`config.mk`:
```
export PLATFORM = sky130hd
export DESIGN_NAME = mux_scan_n
export DESIGN_NICKNAME = d
export VERILOG_FILES = /design/src/rtl/mux_scan_n.sv
export SDC_FILE = /design/constraint.sdc
export NUM_CORES = 1
export LEC_CHECK = 0
export CORE_AREA = 4 4 41 43
export CTS_CLUSTER_SIZE = 40
export DETAILED_ROUTE_END_ITERATION = 6
export DIE_AREA = 0 0 45 47
export GPL_ROUTABILITY_DRIVEN = 1
export PLACE_DENSITY = 0.71
export SYNTH_ARGS = -nofsm -noshare
export SYNTH_HDL_FRONTEND = slang
export SYNTH_SLANG_ARGS = --single-unit
```
`constraint.sdc`:
```
create_clock -name clk -period 1.49 [get_ports clk]
set_input_delay 0.447 -clock clk [delete_from_list [all_inputs] [get_ports clk]]
set_output_delay 0.447 -clock clk [all_outputs]
set_load 0.01 [all_outputs]
```
`src/rtl/mux_scan_n.sv`:
```
// Registered N:1 channel mux with a built-in scan sequencer.
// Manual mode follows sel_in; auto mode steps through the channels and stays
// DWELL cycles on each one. out/out_ch always reflect the channel held before
// the current edge, so data latency is 1 cycle and select latency is 2.
module mux_scan_n #(
    parameter int WIDTH    = 1,
    parameter int CHANNELS = 8,
    parameter int DWELL    = 1,
    parameter int SEL_W    = $clog2(CHANNELS)
) (
    input  logic                      clk,
    input  logic                      rst,
    input  logic [CHANNELS*WIDTH-1:0] in_bus,
    input  logic                      mode,
    input  logic [SEL_W-1:0]          sel_in,
    input  logic                      run,
    output logic [WIDTH-1:0]          out,
    output logic [SEL_W-1:0]          out_ch,
    output logic                      out_valid,
    output logic                      wrap,
    output logic                      sel_err
);

    // dwell counter needs at least one bit even when DWELL == 1
    localparam int DW = (DWELL > 1) ? $clog2(DWELL) : 1;
    localparam logic [SEL_W-1:0] LAST_CH = SEL_W'(CHANNELS - 1);
    localparam logic [DW-1:0]    LAST_DW = DW'(DWELL - 1);
    // one extra bit so CHANNELS itself is representable for the range test
    localparam logic [SEL_W:0]   NUM_CH  = (SEL_W + 1)'(CHANNELS);

    logic [CHANNELS-1:0][WIDTH-1:0] chan;
    logic [SEL_W-1:0]               ch, ch_nxt;
    logic [DW-1:0]                  dwell_cnt, dwell_nxt;
    logic                           wrap_nxt, err_nxt;
    logic                           sel_ok;

    assign chan   = in_bus;
    assign sel_ok = ({1'b0, sel_in} < NUM_CH);

    // Next channel / dwell selection; mode is checked first so a manual
    // request always overrides a pending terminal count (no stray wrap).
    always_comb begin
        ch_nxt    = ch;
        dwell_nxt = dwell_cnt;
        wrap_nxt  = 1'b0;
        err_nxt   = 1'b0;
        if (!mode) begin
            dwell_nxt = '0;
            if (sel_ok) begin
                ch_nxt = sel_in;
            end else begin
                ch_nxt  = '0;
                err_nxt = 1'b1;
            end
        end else if (run) begin
            if (dwell_cnt == LAST_DW) begin
                dwell_nxt = '0;
                if (ch == LAST_CH) begin
                    ch_nxt   = '0;
                    wrap_nxt = 1'b1;
                end else begin
                    ch_nxt = ch + 1'b1;
                end
            end else begin
                dwell_nxt = dwell_cnt + 1'b1;
            end
        end
    end

    // Sequencer state plus output registers; outputs sample the pre-update ch.
    always_ff @(posedge clk or posedge rst) begin
        if (rst) begin
            ch        <= '0;
            dwell_cnt <= '0;
            out       <= '0;
            out_ch    <= '0;
            out_valid <= 1'b0;
            wrap      <= 1'b0;
            sel_err   <= 1'b0;
        end else begin
            ch        <= ch_nxt;
            dwell_cnt <= dwell_nxt;
            out       <= chan[ch];
            out_ch    <= ch;
            out_valid <= 1'b1;
            wrap      <= wrap_nxt;
            sel_err   <= err_nxt;
        end
    end

endmodule

```
# After elaboration in Yosys (flattened, before gate mapping)
# Cells that the tools add are included.
# Widths: inputs -> output; s select.
[word_totals] input_bits=15 reg_bits=10
[classes] add_sub_neg=2 magnitude_cmp=1 n_eq_ne=3 reduce_logical=1 mux=13
[op_table] operator="$mux 3" n=4
[op_table] operator="$mux 1" n=8
[op_table] operator="$lt 3x4->1 const B" n=1
[op_table] operator="$add 3x1->3 const B" n=1
[op_table] operator="$bmux 1 s3" n=1
[op_table] operator="$eq 3x3->1 const B" n=1
[op_table] operator="$ne 2x1->1 const B" n=1
[op_table] operator="$ne 2x2->1 const B" n=1
[op_table] operator="$reduce_and 2->1" n=1
[op_table] operator="$add 1x1->1 const B" n=1

# Longest topological paths before layout
# Gate-level depths: netlist (run 1).
[logic_depth] word_depth=5 mapped_depth=4

# Worst setup path before layout (run 1)
# OpenSTA, ideal clock, no wires.
[synth_path] kind="register -> register" from="register ch[0]" to="register ch[0]" setup_time_ns=0.082 synth_period_minus_slack_ns=1.473 stages_incl_launch_ff=5 path_slack_ns=0.017 n_path_buf=0 arrival_time_ns=1.391 path_cell_list="dfrtp_1 -> ha_1 -> ha_1 -> or3b_2 -> a31oi_1"
[synth_between] elab_chain_cells=5 elab_cells_between_ends=6 cone_classes="add/sub (1); eq/ne (1); mux (4)"
[synth_lines] element="start, declared" line="32" text="logic [SEL_W-1:0] ch, ch_nxt;"
[synth_lines] element="start signal, assigned" line="81" text="ch <= ch_nxt;"
[synth_lines] element="$add 3x1->3 or $eq 3x3->1 (tied branches)" line="62, 58"
[synth_lines] element="$mux 3 *" line="58" text="if (ch == LAST_CH) begin"
[synth_lines] element="$mux 3 *" line="56" text="if (dwell_cnt == LAST_DW) begin"
[synth_lines] element="$mux 3 *" line="55" text="end else if (run) begin"
[synth_lines] element="$mux 3 *" line="47" text="if (!mode) begin"
# Every way passes the cells marked *; elsewhere a longest branch is shown, timed or not. The select of a mux whose other input is x is not followed.
# A chain may end at the register's enable or synchronous reset.

# Worst setup path in the final report (run 1)
[layout_path] from="input in_bus[6]" to="register out"
[layout_between] elab_chain_cells=2
[layout_lines] element="start, declared" line="13" text="input logic [CHANNELS*WIDTH-1:0] in_bus,"
[layout_lines] element="$bmux 1 s3" line="83" text="out <= chan[ch];"
[layout_lines] element="$mux 1 (implied by the code)" line="83"
[layout_lines] element="end signal, assigned" line="83"
[layout_lines] element="end, declared" line="17" text="output logic [WIDTH-1:0] out,"
# No other way between the ends. The select of a mux whose other input is x is not followed.

==> flow_metrics.env, run 1 <==
export IMPL_coreArea_um2=1301
export IMPL_ir_drop_mv=0.3553
export IMPL_required_ns=1.63
export IMPL_status="completed"
export IMPL_syn_inst=30
export IMPL_routed_wl_um=812
export IMPL_cpMaxStageDelayCell="mux4_2"
export IMPL_critPathBufInv=1
export IMPL_clock_latency_ns=0.25
export IMPL_start_util=0.3135
export IMPL_total_power_mw=0.6493
export IMPL_io_buffers=20
export IMPL_ys_seq_elements=9
export IMPL_maxCapViolations=0
export IMPL_clockBufferDepth=2
export IMPL_crit_chain="clkdlybuf4s50_1 -> mux4_2 -> mux2_2"
export IMPL_powerDensity_nw_per_um2=941.7
export IMPL_grt_overflow_total=0
export IMPL_cts_root_buf="clkbuf_4"
export IMPL_fmax_mhz=700.3
export IMPL_die_h_um=47
export IMPL_layout_setup_ws_ns=0.06201
export IMPL_rows=13
export IMPL_setup_viol=0
export IMPL_worstSetupStartpointType="input pin"
export IMPL_cts_tree="done"
export IMPL_clock_sinks=9
export IMPL_path_delay_family="multiplexers"
export IMPL_yosys_cell_types_count=16
export IMPL_drive_gt1_frac=0.2414
export IMPL_clkTransAtPathRegs_ns=0.06
export IMPL_grt_pass1_wl_um=1290
export IMPL_drv_slew=0
export IMPL_post_route_period_util=0.9584
export IMPL_dp_slack_ns=-0.2373
export IMPL_die_x_um=45
export IMPL_hold_slack_ns=0.4550
export IMPL_antenna_cells=0
export IMPL_drc=0
export IMPL_cts_htree_levels=1
export IMPL_r2r_setup_slack_ns=0.13
export IMPL_grt_pass1_vias=321
export IMPL_finClkSkew_ns=0.0009348
export IMPL_num_vias=325
export IMPL_antenna_found_initial=0
export IMPL_io_pins=22
export IMPL_crit_fanout=1
export IMPL_critPathArrivalTime_ns=1.57
export IMPL_path_class="in -> reg"
export IMPL_dr_pass1_iters=2
export IMPL_wl_per_cell_um=11.12
export IMPL_holdBufCountCts=0
export IMPL_syn_nets=47
export IMPL_gp_congestion=0.7456
export IMPL_syn2layout_area_growth_pct=69.02
export IMPL_synth_warnings=0
export IMPL_synth_avg_cell_area_um2=13.60
export IMPL_drt_iter0_drc=9
export IMPL_rsz0062_at_grt="false"
export IMPL_hold_viol_final=0
export IMPL_hpwl_um=662.6
export IMPL_cp_slowest_stage_delay_ns=0.45
export IMPL_viasPerCell=4.452
export IMPL_die_area_um2=2115
export IMPL_synth_area_um2=407.9
export IMPL_crit_path_end_kind="register"
export IMPL_min_period_ns=1.428
export IMPL_cts_buffers=3
export IMPL_postRouteAntennaNets=0
export IMPL_worstHoldPathType="in -> async"
export IMPL_p_leak_nw=0.3099
export IMPL_ys_seq_area_frac=0.5521
export IMPL_layout_nets=76
export IMPL_grtUsageTotal=0.08807
export IMPL_grt_max_degree=10
routing by layer:
layer	up-vias	global-route usage	wire, µm
met2	12	0.1554	409
met1	152	0.09456	337
met3	0	0.03448	64
met5	-	0	0
met4	0	0.03509	0
li1	161	-	-
cell type report:
cell class	count	area, µm²
fill	132	611.8
timing repair buffer	25	234.0
sequential	9	225.2
multi-input combinational	19	181.4
clock buffer	4	26.28
tap	15	18.77
inverter	1	3.754
Yosys cell counts:
cell type,number,area [µm²]
and3_1,1,6.260
mux2i_1,1,10.01
or2b_1,1,7.510
dfrtp_1,9,225.2
nand2b_1,1,6.260
buf_4,1,7.510
a21oi_1,1,5.000
mux2_2,1,11.26
or3b_2,1,8.760
mux4_1,2,52.55
nor2_1,3,11.26
ha_1,2,25.02
inv_1,1,3.750
conb_1,2,7.510
nand3b_1,1,7.510
a31oi_1,2,12.51
flip-flops by register name, summed over array words and instances, names as in the netlist:
name,cells
out,1
out_valid,1
ch,3
out_ch,3
wrap,1
logic make-up (layout without fill, tap and decap cells):
| logic type | after synthesis | after routing | share of synthesized area |
|---|---|---|---|
| flip-flops | 9 | 9 | 0.5522 |
| AND/OR/NAND/NOR | 8 | 8 | 0.1166 |
| multiplexers | 4 | 4 | 0.1810 |
| AO/OA/AOI/OAI | 3 | 3 | 0.04293 |
| adder cells (fa/ha/maj) | 2 | 2 | 0.06134 |
| other | 2 | 2 | 0.01841 |
| buffers and inverters | 2 | 30 | 0.02761 |
repair_timing:
action                                  CTS  global route
pin swaps                                 1             3
gates resized for setup                   7             6
endpoints found under the setup margin    7             2
buffers inserted                          0             1
final timing paths:
kind,depth (start not counted),end,start
min in group clk,1,out_ch[1],ch[1]
max,3,out,in_bus[6]
max reg2reg,4,ch[0],ch[0]
max in group asynchronous,2,out_valid,rst
min reg2reg,1,out_ch[1],ch[1]
min,2,out_ch[1],rst
power breakdown:
part           total, mW  internal (mW)  switching [mW]
clock network      0.185          0.103          0.0822
logic              0.180          0.115          0.0641
registers          0.284          0.273          0.0115
per-stage QoR:
step | instance area, µm² | setup TNS, ns | util | std cells
global route | 689.4 | 0 | 0.5298 | 73
floorplan | 407.9 | 0 | - | 30
detailed placement | 649.4 | -0.3571 | 0.4990 | 68
CTS | 670.6 | 0 | 0.5154 | 72
finish | 689.4 | 0 | 0.5298 | 73
global placement | 649.4 | -0.3379 | 0.4990 | 68
cells in the final DEF, fill, tap and decap left out, drive strengths merged:
master and n:
dfrtp 9, and3 1, buf 5, clkdlybuf4s50 14
dlygate4sd2 6, conb 2, a21oi 1, nand2b 1
inv 1, mux2i 1, nor2 3, mux2 1
nand3b 1, mux4 2, a31oi 2, or2b 1
clkbuf 4, or3b 1, ha 2
No activity file was read; power rests on OpenSTA's default activity.
==> run 2, diff against run 1 <==
--- a/config.mk
+++ b/config.mk
@@ -10,7 +10,7 @@
 export DETAILED_ROUTE_END_ITERATION = 6
 export DIE_AREA = 0 0 45 47
 export GPL_ROUTABILITY_DRIVEN = 1
-export PLACE_DENSITY = 0.71
+export PLACE_DENSITY = 0.68
 export SYNTH_ARGS = -nofsm -noshare
 export SYNTH_HDL_FRONTEND = slang
 export SYNTH_SLANG_ARGS = --single-unit
==> constraint.sdc (replaced) <==
create_clock -name clk -period 1.8 [get_ports clk]
set_input_delay 0.54 -clock clk [delete_from_list [all_inputs] [get_ports clk]]
set_output_delay 0.54 -clock clk [all_outputs]
set_load 0.01 [all_outputs]
==> run 2 against run 1 <==
Compared with the run above:
- clock skew up 0.0029 ns
- design area is 5.3% lower
- combinational power down 31%
- first-iteration DRC count is 78% lower
- flip-flop and latch count is the same
- cell count down 5.5%
- register-to-register slack better by 0.09 ns
- non-clock buffer count fell by 4
- core utilization is 2.8 points lower
- via count fell by 2.8%
- total power decreased by 20%
- critical path type is now reg -> out
- largest cell class is now sequential cells
- largest power group unchanged
==> flow_metrics.env, run 2 (same netlist as run 1, synthesis figures left out) <==
export IMPL_drive_gt1_frac=0.1111
export IMPL_clockBufferDepth=2
export IMPL_post_route_period_util=0.9110
export IMPL_timing_rr_start="ch[0]"
export IMPL_setup_viol=0
export IMPL_min_from="ch[1]"
export IMPL_antenna_found_initial=0
export IMPL_clock_sinks=9
export IMPL_gp_congestion=0.7654
export IMPL_cp_slowest_stage_delay_ns=0.53
export IMPL_viasPerCell=4.580
export IMPL_cts_tree="done"
export IMPL_die_x_um=45
export IMPL_worstSetupStartpointType="register"
export IMPL_start_util=0.3135
export IMPL_multi_input_area_um2=171.4
export IMPL_hold_viol_final=0
export IMPL_grt_pass1_wl_um=1276
export IMPL_drt_iter0_drc=2
export IMPL_grt_overflow_total=0
export IMPL_die_h_um=47
export IMPL_die_area_um2=2115
export IMPL_worst_r2r_endpoint="ch[0]"
export IMPL_powerDensity_nw_per_um2=790.3
export IMPL_postLayoutCellArea_um2=653.1
export IMPL_crit_path_end_kind="primary output"
export IMPL_final_instance_count_excl_fill=69
export IMPL_place_inst=65
export IMPL_grt_max_degree=10
export IMPL_path_delay_family="buffers and inverters"
export IMPL_drv_slew=0
export IMPL_io_pins=22
export IMPL_regArea_um2=225.2
export IMPL_routed_wl_um=749
export IMPL_dr_pass1_iters=4
export IMPL_clkTransAtPathRegs_ns=0.06
export IMPL_drc=0
export IMPL_maxCapViolations=0
export IMPL_mostFrequentLayoutCells="clkdlybuf4s50_1 (20), dfrtp_1 (9), nor2_1 (3), clkbuf_4 (3)"
export IMPL_r2r_setup_slack_ns=0.22
export IMPL_worstHoldEndpoint="out_ch[1]"
export IMPL_cpMaxStageDelayCell="clkdlybuf4s50_1"
export IMPL_place_area_um2=626.9
export IMPL_required_ns=1.26
export IMPL_finClkSkew_ns=0.003860
export IMPL_clock_latency_ns=0.25
export IMPL_ir_drop_mv=0.3535
export IMPL_cts_resized=0
export IMPL_cts_htree_levels=1
export IMPL_status="completed"
export IMPL_final_common_cell="clkdlybuf4s50_1"
export IMPL_crit_fanout=1
export IMPL_cts_setup_buffers=0
export IMPL_critPathArrivalTime_ns=1.10
export IMPL_antenna_cells=0
export IMPL_coreArea_um2=1301
export IMPL_hold_slack_ns=0.4707
export IMPL_worstHoldPathType="reg -> reg"
export IMPL_fmax_mhz=609.8
export IMPL_critPathBufInv=1
export IMPL_reg_largest_list="ch x3, out_ch x3"
export IMPL_critPathLaunch="out_ch[1]"
export IMPL_cts_root_buf="clkbuf_4"
export IMPL_layout_nets=72
export IMPL_cts_buffers=3
export IMPL_r2r_cells=4
export IMPL_rsz0062_at_grt="false"
export IMPL_syn2layout_area_growth_pct=60.12
export IMPL_crit_chain="clkdlybuf4s50_1"
export IMPL_io_buffers=20
export IMPL_holdPathStages=0
export IMPL_p_leak_nw=0.2885
export IMPL_num_fill_cells=133
export IMPL_holdBufCountCts=0
export IMPL_path_class="reg -> out"
export IMPL_rows=13
export IMPL_postRouteAntennaNets=0
export IMPL_grtUsageTotal=0.08741
export IMPL_num_vias=316
export IMPL_grt_pass1_vias=322
export IMPL_min_period_ns=1.640
export IMPL_wl_per_cell_um=10.86
export IMPL_cp_depth=1
export IMPL_hpwl_um=617.5
[run 2: per-stage QoR]
step	util	TNS, ns	setup slack, ns	power, mW
after floorplan	-	0	0.3270	0.2986
after global placement	0.4817	-0.01513	-0.01513	0.3694
after detailed placement	0.4817	-0.03215	-0.03215	0.3720
after CTS	0.5019	0	0.1423	0.5253
after global routing	0.5019	0	0.1031	0.5495
final	0.5019	0	0.1602	0.5162
[run 2: worst max path at each step]
stage / endpoint / slack, ns
2_1_floorplan: ch[0] / 0.33
3_3_place_gp: out / -0.02
3_5_place_dp: out / -0.03
4_1_cts: out_ch[1] / 0.14
5_1_grt: out_ch[2] / 0.10
6_report: out_ch[1] / 0.16
[run 2: per-layer routing]
layer	global-route usage	up-vias	part of all wire
li1	-	157	-
met1	0.09026	147	0.38
met2	0.1497	12	0.52
met3	0.03448	0	0.099
met4	0.05263	0	0
met5	0	-	0
[run 2: layout make-up]
cell class              count  area share
multi-input cells          19      0.2625
inverters                   1    0.005747
clock buffers               4     0.04023
well taps                  15     0.02874
flip-flops and latches      9      0.3448
repair buffers             21      0.3180
[run 2: power by group]
part	switching, mW	internal [mW]	total [mW]
clock network	0.0643	0.0850	0.149
logic	0.0386	0.0853	0.124
registers	0.0168	0.226	0.243
==> run 3, diff against run 2 <==
--- a/config.mk
+++ b/config.mk
@@ -6,7 +6,7 @@
 export NUM_CORES = 1
 export LEC_CHECK = 0
 export CORE_AREA = 4 4 41 43
-export CTS_CLUSTER_SIZE = 40
+export CTS_CLUSTER_SIZE = 16
 export DETAILED_ROUTE_END_ITERATION = 6
 export DIE_AREA = 0 0 45 47
 export GPL_ROUTABILITY_DRIVEN = 1
==> results of run 3 <==
Same layout as run 2: the final DEF is identical, and so are final timing and power.
